<file path="config.mk">
export PLATFORM = sky130hd
export DESIGN_NAME = kbd_playback_ctrl
export DESIGN_NICKNAME = d
export VERILOG_FILES = /design/src/rtl/kbd_playback_ctrl.sv
export SDC_FILE = /design/constraint.sdc
export NUM_CORES = 1
export LEC_CHECK = 0
export CORE_AREA = 2 2 91 93
export CTS_BUF_LIST = sky130_fd_sc_hd__clkbuf_8
export DETAILED_ROUTE_END_ITERATION = 6
export DIE_AREA = 0 0 93 95
export GPL_ROUTABILITY_DRIVEN = 0
export PLACE_DENSITY = 0.52
export SLEW_MARGIN = 10
export SYNTH_ARGS = -nofsm -noshare
export SYNTH_HDL_FRONTEND = slang
export SYNTH_SLANG_ARGS = --single-unit
</file>
<file path="constraint.sdc">
create_clock -name clk -period 2.65 [get_ports clk]
set_input_delay 0.53 -clock clk [delete_from_list [all_inputs] [get_ports clk]]
set_output_delay 0.53 -clock clk [all_outputs]
set_load 0.005 [all_outputs]
</file>
<file path="src/rtl/kbd_playback_ctrl.sv">
// Playback command stage: turns decoded key flags into play/direction/restart
// state and paces sample-memory reads with one req/ack transaction per tick.
module kbd_playback_ctrl #(
    parameter int                ADDR_W     = 23,
    parameter logic [ADDR_W-1:0] START_ADDR = 23'h000000,
    parameter logic [ADDR_W-1:0] END_ADDR   = 23'h07FFFF
) (
    input  logic              clk,
    input  logic              reset_n,
    input  logic              key_d,
    input  logic              key_e,
    input  logic              key_b,
    input  logic              key_f,
    input  logic              key_r,
    input  logic              sample_tick,
    input  logic              rd_ack,
    output logic              rd_req,
    output logic [ADDR_W-1:0] rd_addr,
    output logic              playing,
    output logic              reverse,
    output logic              overrun
);

    typedef enum logic [1:0] {
        ST_IDLE = 2'd0,
        ST_REQ  = 2'd1,
        ST_STEP = 2'd2
    } state_t;

    localparam int K_D = 0;
    localparam int K_E = 1;
    localparam int K_B = 2;
    localparam int K_F = 3;
    localparam int K_R = 4;

    localparam logic [ADDR_W-1:0] ADDR_ONE = {{(ADDR_W-1){1'b0}}, 1'b1};

    state_t            r_state;
    state_t            w_state_next;
    logic [4:0]        r_key_prev;
    logic [4:0]        w_keys;
    logic [4:0]        w_edge;
    logic              r_playing;
    logic              w_playing_next;
    logic              r_reverse;
    logic              w_reverse_next;
    logic              r_overrun;
    logic              w_overrun_next;
    logic              r_restart_pend;
    logic              w_restart_pend_next;
    logic              w_restart_done;
    logic              r_rd_req;
    logic [ADDR_W-1:0] r_rd_addr;
    logic [ADDR_W-1:0] w_addr_next;
    logic [ADDR_W-1:0] w_target;

    // Key edge detection and command decode.
    always_comb begin
        w_keys = {key_r, key_f, key_b, key_e, key_d};
        w_edge = w_keys & ~r_key_prev;

        if (w_edge[K_D]) begin
            w_playing_next = 1'b0;
        end else if (w_edge[K_E]) begin
            w_playing_next = 1'b1;
        end else begin
            w_playing_next = r_playing;
        end

        // Simultaneous B and F cancel each other.
        if (w_edge[K_B] && !w_edge[K_F]) begin
            w_reverse_next = 1'b1;
        end else if (w_edge[K_F] && !w_edge[K_B]) begin
            w_reverse_next = 1'b0;
        end else begin
            w_reverse_next = r_reverse;
        end

        w_target = w_reverse_next ? END_ADDR : START_ADDR;

        if (w_edge[K_R]) begin
            w_overrun_next = 1'b0;
        end else if (sample_tick && (r_state != ST_IDLE)) begin
            w_overrun_next = 1'b1;
        end else begin
            w_overrun_next = r_overrun;
        end
    end

    // Request sequencer next-state and address update.
    always_comb begin
        w_state_next   = r_state;
        w_addr_next    = r_rd_addr;
        w_restart_done = 1'b0;
        case (r_state)
            ST_IDLE: begin
                if (r_restart_pend) begin
                    w_addr_next    = w_target;
                    w_restart_done = 1'b1;
                end else if (sample_tick && r_playing) begin
                    w_state_next = ST_REQ;
                end else begin
                    w_state_next = ST_IDLE;
                end
            end
            ST_REQ: begin
                if (rd_ack) begin
                    w_state_next = ST_STEP;
                end else begin
                    w_state_next = ST_REQ;
                end
            end
            ST_STEP: begin
                w_state_next = ST_IDLE;
                if (r_restart_pend) begin
                    w_addr_next    = w_target;
                    w_restart_done = 1'b1;
                end else if (!r_reverse) begin
                    w_addr_next = (r_rd_addr == END_ADDR) ? START_ADDR : (r_rd_addr + ADDR_ONE);
                end else begin
                    w_addr_next = (r_rd_addr == START_ADDR) ? END_ADDR : (r_rd_addr - ADDR_ONE);
                end
            end
            default: begin
                w_state_next = ST_IDLE;
            end
        endcase
        // A restart requested in the same cycle an older one is consumed stays pending.
        w_restart_pend_next = w_edge[K_R] | (r_restart_pend & ~w_restart_done);
    end

    // State register.
    always_ff @(posedge clk or negedge reset_n) begin
        if (!reset_n) begin
            r_state <= ST_IDLE;
        end else begin
            r_state <= w_state_next;
        end
    end

    // Player state, key history and registered outputs.
    always_ff @(posedge clk or negedge reset_n) begin
        if (!reset_n) begin
            r_key_prev     <= 5'b00000;
            r_playing      <= 1'b0;
            r_reverse      <= 1'b0;
            r_overrun      <= 1'b0;
            r_restart_pend <= 1'b0;
            r_rd_req       <= 1'b0;
            r_rd_addr      <= START_ADDR;
        end else begin
            r_key_prev     <= w_keys;
            r_playing      <= w_playing_next;
            r_reverse      <= w_reverse_next;
            r_overrun      <= w_overrun_next;
            r_restart_pend <= w_restart_pend_next;
            r_rd_req       <= (w_state_next == ST_REQ);
            r_rd_addr      <= w_addr_next;
        end
    end

    assign rd_req  = r_rd_req;
    assign rd_addr = r_rd_addr;
    assign playing = r_playing;
    assign reverse = r_reverse;
    assign overrun = r_overrun;

endmodule

</file>
# After elaboration in Yosys (flattened, before gate mapping)
# Index checks and enable logic that the tools add are counted.
# op_classes
eq_ne	5
addsub	2
n_reduce_logical	14
bitwise_logic	5
muxes	19
# op_table
operator	count
two-way mux 23 bit	5
one-hot mux 23 bit (2 select lines)	1
adder 23 x 1 -> 23 bit (second input constant)	1
equality test 23 x 19 -> 1 bit (second input constant)	1
zero test 23 bit	1
subtractor 23 x 1 -> 23 bit (second input constant)	1
two-way mux 19 bit	1
two-way mux 1 bit	9
nonzero test 2 bit	4
bitwise AND 5 bit	1
NOT 5 bit	1
equality test 2 x 1 -> 1 bit (second input constant)	2
logical AND 1 bit	4
two-way mux 2 bit	2
one-hot mux 2 bit (2 select lines)	1
equality test 2 bit (second input constant)	1
zero test 1 bit	2
zero test 2 bit	1
inequality test 2 bit (second input constant)	1
AND reduction 2 bit	1
OR reduction 2 bit	1
bitwise AND 1 bit	1
NOT 1 bit	1
bitwise OR 1 bit	1
# totals
elab_cells	53
reg_bits	35
out_inout_bits	27

# Depth between registers and ports, before layout
# Gate-level depths: netlist of the first run.
# depth
word_depth	9
mapped_depth	10
mapped_depth_nobuf	7

# Least setup slack after synthesis of the first run
# No wires, ideal clock.
# synth_path
path_type	register to register
start	reg r_rd_addr[7], in the netlist rd_addr[7]
end	reg r_rd_addr[18], in the netlist rd_addr[18]
arrival_time_ns	1.992
slack_ns	0.534
n_path_buf	1
stages_incl_launch_ff	8
path_cell_list	dfrtp_1 > buf_6 > nor4_4 > and4b_1 > or4b_1 > nand2_1 > o21ai_1 > a211o_1
# synth_via
elab_chain_len	5
elab_cells_between_ends	9
cone_classes	add/sub (2); eq/ne (1); mux (5); reduce/logical (1)
# synth_rtl
item	line_no	text
from (decl)	53	logic [ADDR_W-1:0] r_rd_addr;
from (signal assigned)	158	r_rd_addr <= w_addr_next;
adder 23 x 1 -> 23 bit (tied with other cells)	119	w_addr_next = (r_rd_addr == END_ADDR) ? START_ADDR : (r_rd_addr + ADDR_ONE);
two-way mux 23 bit, on equally long branches	119, 121	
two-way mux 23 bit (*)	118	end else if (!r_reverse) begin
two-way mux 23 bit (*)	115	if (r_restart_pend) begin
one-hot mux 23 bit (2 select lines) (*)	95	case (r_state)
# Mark *: on every way between the ends. The rest lies on a longest branch, timed or not.
# A chain may end at the register's enable or synchronous reset.

# Worst setup path after layout of the first run
# layout_path
start	reg r_rd_addr[3], in the netlist rd_addr[3]
end	reg r_rd_addr[2], in the netlist rd_addr[2]
# layout_via
elab_chain_len	5
elab_cells_between_ends	7
cone_classes	eq/ne (1); mux (5); reduce/logical (1)
# layout_rtl
item	line_no
equality test 23 x 19 -> 1 bit / zero test 23 bit (equally long branches)	119, 121
two-way mux 23 bit, on equally long branches	119, 121
two-way mux 23 bit (*)	118
two-way mux 23 bit (*)	115
one-hot mux 23 bit (2 select lines) (*)	95
# Marks and branches as above.

==> impl_metrics.ini, run 1 <==
[synthesis]
synth_edf_count = 0
synth-compound-area-share_pct = 21.52
syn-instance-count = 306
ys_seq_elements = 35
yosysUniqueCellTypes = 67
post_synth_xor_area_fraction_pct = 4.381
async_reset_ff_share_pct = 100.0
synth.yosys.seq_area_share_pct = 33.70
yosys.area_share.simple_pct = 29.13
syn-num-nets = 318
syn_avg_cell_area_um2 = 8.493
synth.area.mux_share_pct = 0
synth.yosys.warnings = 0
synth_top_family_by_area = simple AND/OR/NAND/NOR gates
synth_adder_area_share_pct = 1.830
synth_ff_type = dfrtp_1
netlist_area_um2 = 2599

[placement]
dp_slack_ns = 0.1234
placement.io_buffers = 35
dp_hpwl_um = 5695

[grt]
m1_gr_usage_pct = 25.27
gr-usage-met2_pct = 30.13
antenna_found_initial = 0
grt.busiest_layer = met2
groute.layer.met3.usage_pct = 3.113
grt_max_degree = 36
gr-total-overflow = 0
groute.usage.overall_pct = 18.76
grt_pass1_vias = 2560
first_pass_grt_wire_length_um = 12870

[clocking]
insertion_delay_ns = 0.29
postCtsResizedCells = 0
cts_buffer_depth = 2
htree_num_levels = 2
cts_root_buf = clkbuf_8
cts_hold_buffers = 0
cts.sinks = 35
tritoncts.num_buffers = 5
cts_setup_buffers = 0
path_clk_slew_ns = 0.08
tritoncts_clock_tree = built

[timing]
timing_max_transition_violations_final = 0
setup_tns_ns = 0
setup_violations = 0
postLayoutSetupSlackWorst_ns = 0.2539
worst-slew-pin-transition_ns = 0.8454
clock.fmax_mhz = 417.3
worst_slew_margin_rel_pct = 43.64
grt_setup_unrepaired = false
share_of_the_clock_period_used_by_the_worst_path_pct = 90.42
timing.clock.skew_ns = 0.006683
layout_min_cycle_time_ns = 2.396
hold_violations = 0

[detailed_routing]
drt_first_iter_violations = 173
antenna_violating_nets_post_route = 0
post_route_drc_violation_count = 0
vias = 2527
viasPerCell = 5.542
drt-wirelength-per-cell_um = 17.39
pre_antenna_drt_iters = 4
drt_wl_total_um = 7932

[critical_path]
worstSetupStartpointType = flop
cp-end-kind = flop
cp_data_required_time_ns = 2.82
critical_path_arrival_ns = 2.57
critPathKind = reg2reg
critical_path.max_fanout = 10

[worst_hold_path]
min-delay-path-class = in2async

[floorplanning]
floorplan.core_area_um2 = 7928
fp.dieArea_um2 = 8835
die-width_um = 93
placementRows = 33
initial_core_util_pct = 32.78
ios = 36
die_y_um = 95

[power]
power-per-cell-area_nw_per_um2 = 816.9
power_leakage_nw = 1.228
clock_network_power_share_pct = 15.1
power.combinational.fraction_pct = 48.1
swShare_pct = 41.98
p_int_mw = 1.494
pwr-share-seq_pct = 36.7
design_power_total_mw = 2.575
netSwitchingPower_mw = 1.081
ir_worst_vdd_mv = 0.3330

[final_layout]
syn_to_final_growth_pct = 21.28
diodes = 0
fraction_of_final_layout_cells_sized_beyond_drive_strength_1_pct = 13.68
final_util_pct = 39.76
design.final.nets = 362

[run]
timing.max_cap.violations = 0

[status]
outcome = finished, final reports clean
state kept, by name, summed over array words and instances (netlist names):
name / count
r_restart_pend: 1
rd_req: 1
rd_addr: 23
reverse: 1
r_key_prev: 5
r_state: 2
overrun: 1
playing: 1
per-stage QoR:
stage	instance area, um^2	hold slack (ns)	instances
floorplan	2599	0.2344	306
global placement	3067	0.4486	448
detailed placement	3067	0.4545	448
finish	3152	0.3469	456
CTS	3152	0.3814	456
global route	3152	0.4045	456
synthesized netlist by cell type, types with 7 or more instances:
| cell | count | share of area, % |
|---|---|---|
| a21oi_1 | 20 | 3.9 |
| and3_1 | 7 | 1.7 |
| dfrtp_1 | 35 | 34 |
| inv_1 | 13 | 1.9 |
| nand2_1 | 22 | 3.2 |
| nand3_1 | 25 | 4.8 |
| nor2_1 | 25 | 3.6 |
| nor3_1 | 9 | 1.7 |
| o21ai_0 | 23 | 4.4 |
| xnor2_1 | 10 | 3.4 |
cell usage in the layout, fill, tap and decap left out, types with 5 or more instances in the layout:
cell / count
inv_1: 14
clkbuf_8: 5
o21ai_0: 23
and3_1: 7
clkdlybuf4s50_1: 34
nand2_1: 22
dfrtp_1: 35
nand3_1: 25
a21oi_1: 20
nor2_1: 25
or3_1: 5
buf_4: 25
nor4_1: 5
xnor2_1: 10
nor3_1: 9
worst paths after layout:
path                                               from                        to  slack [ns]  depth (start not counted)
worst max-delay path             rd_addr[3]$_DFFE_PN0P_    rd_addr[2]$_DFFE_PN0P_        0.25                          7
worst min-delay path                            reset_n    rd_addr[1]$_DFFE_PN0P_        0.35                          1
worst max register to register   rd_addr[3]$_DFFE_PN0P_    rd_addr[2]$_DFFE_PN0P_        0.25                          7
worst min register to register  r_key_prev[4]$_DFF_PN0_  r_restart_pend$_DFF_PN0_        0.46                          1
max in group asynchronous                       reset_n      r_state[1]$_DFF_PN0_        1.78                          1
min in group clk                r_key_prev[4]$_DFF_PN0_  r_restart_pend$_DFF_PN0_        0.46                          1
critical path, cell delays in order (launching register included):
cell     delay (ns)
dfrtp_1        0.60
nand4_1        0.26
nor3_2         0.46
a31oi_1        0.19
nand3_1        0.16
buf_4          0.21
o21ai_0        0.10
a221o_1        0.30
cell families after synthesis:
| group | count (synthesis) |
|---|---|
| simple gates | 132 |
| compound gates | 86 |
| buf+inv | 36 |
| flops | 35 |
| xor+xnor | 13 |
| fa+ha+maj | 4 |
power by group through the flow:
stage	clock, mW	sequential [mW]	combinational [mW]
CTS	0.402	0.942	1.24
global route	0.426	0.976	1.36
global placement	0	0.948	1.23
detailed placement	0	0.951	1.23
floorplan	0	0.843	0.836
finish	0.390	0.945	1.24
metal layers:
metal	vias up	share of wire [%]
met2	86	46
met3	10	5.8
met4	0	1.7
li1	1215	-
met5	-	0
met1	1216	46
final cells by class:
cell class	instances	area, um^2
clock inverter	3	16.27
fill	833	4776
tap	105	131.4
sequential	35	875.8
inverter	13	48.80
timing repair buffer	60	533.0
multi-input combinational	235	1478
clock buffer	5	68.82
No activity file was read; power rests on OpenSTA's default activity.
==> run 2, diff against run 1 <==
--- a/config.mk
+++ b/config.mk
@@ -11,7 +11,8 @@
 export DIE_AREA = 0 0 93 95
 export GPL_ROUTABILITY_DRIVEN = 0
 export PLACE_DENSITY = 0.52
-export SLEW_MARGIN = 10
+export SKIP_LAST_GASP = 1
+export SLEW_MARGIN = 25
 export SYNTH_ARGS = -nofsm -noshare
 export SYNTH_HDL_FRONTEND = slang
 export SYNTH_SLANG_ARGS = --single-unit
==> results of run 2 <==
Final layout, timing and power as in run 1 (identical DEF).
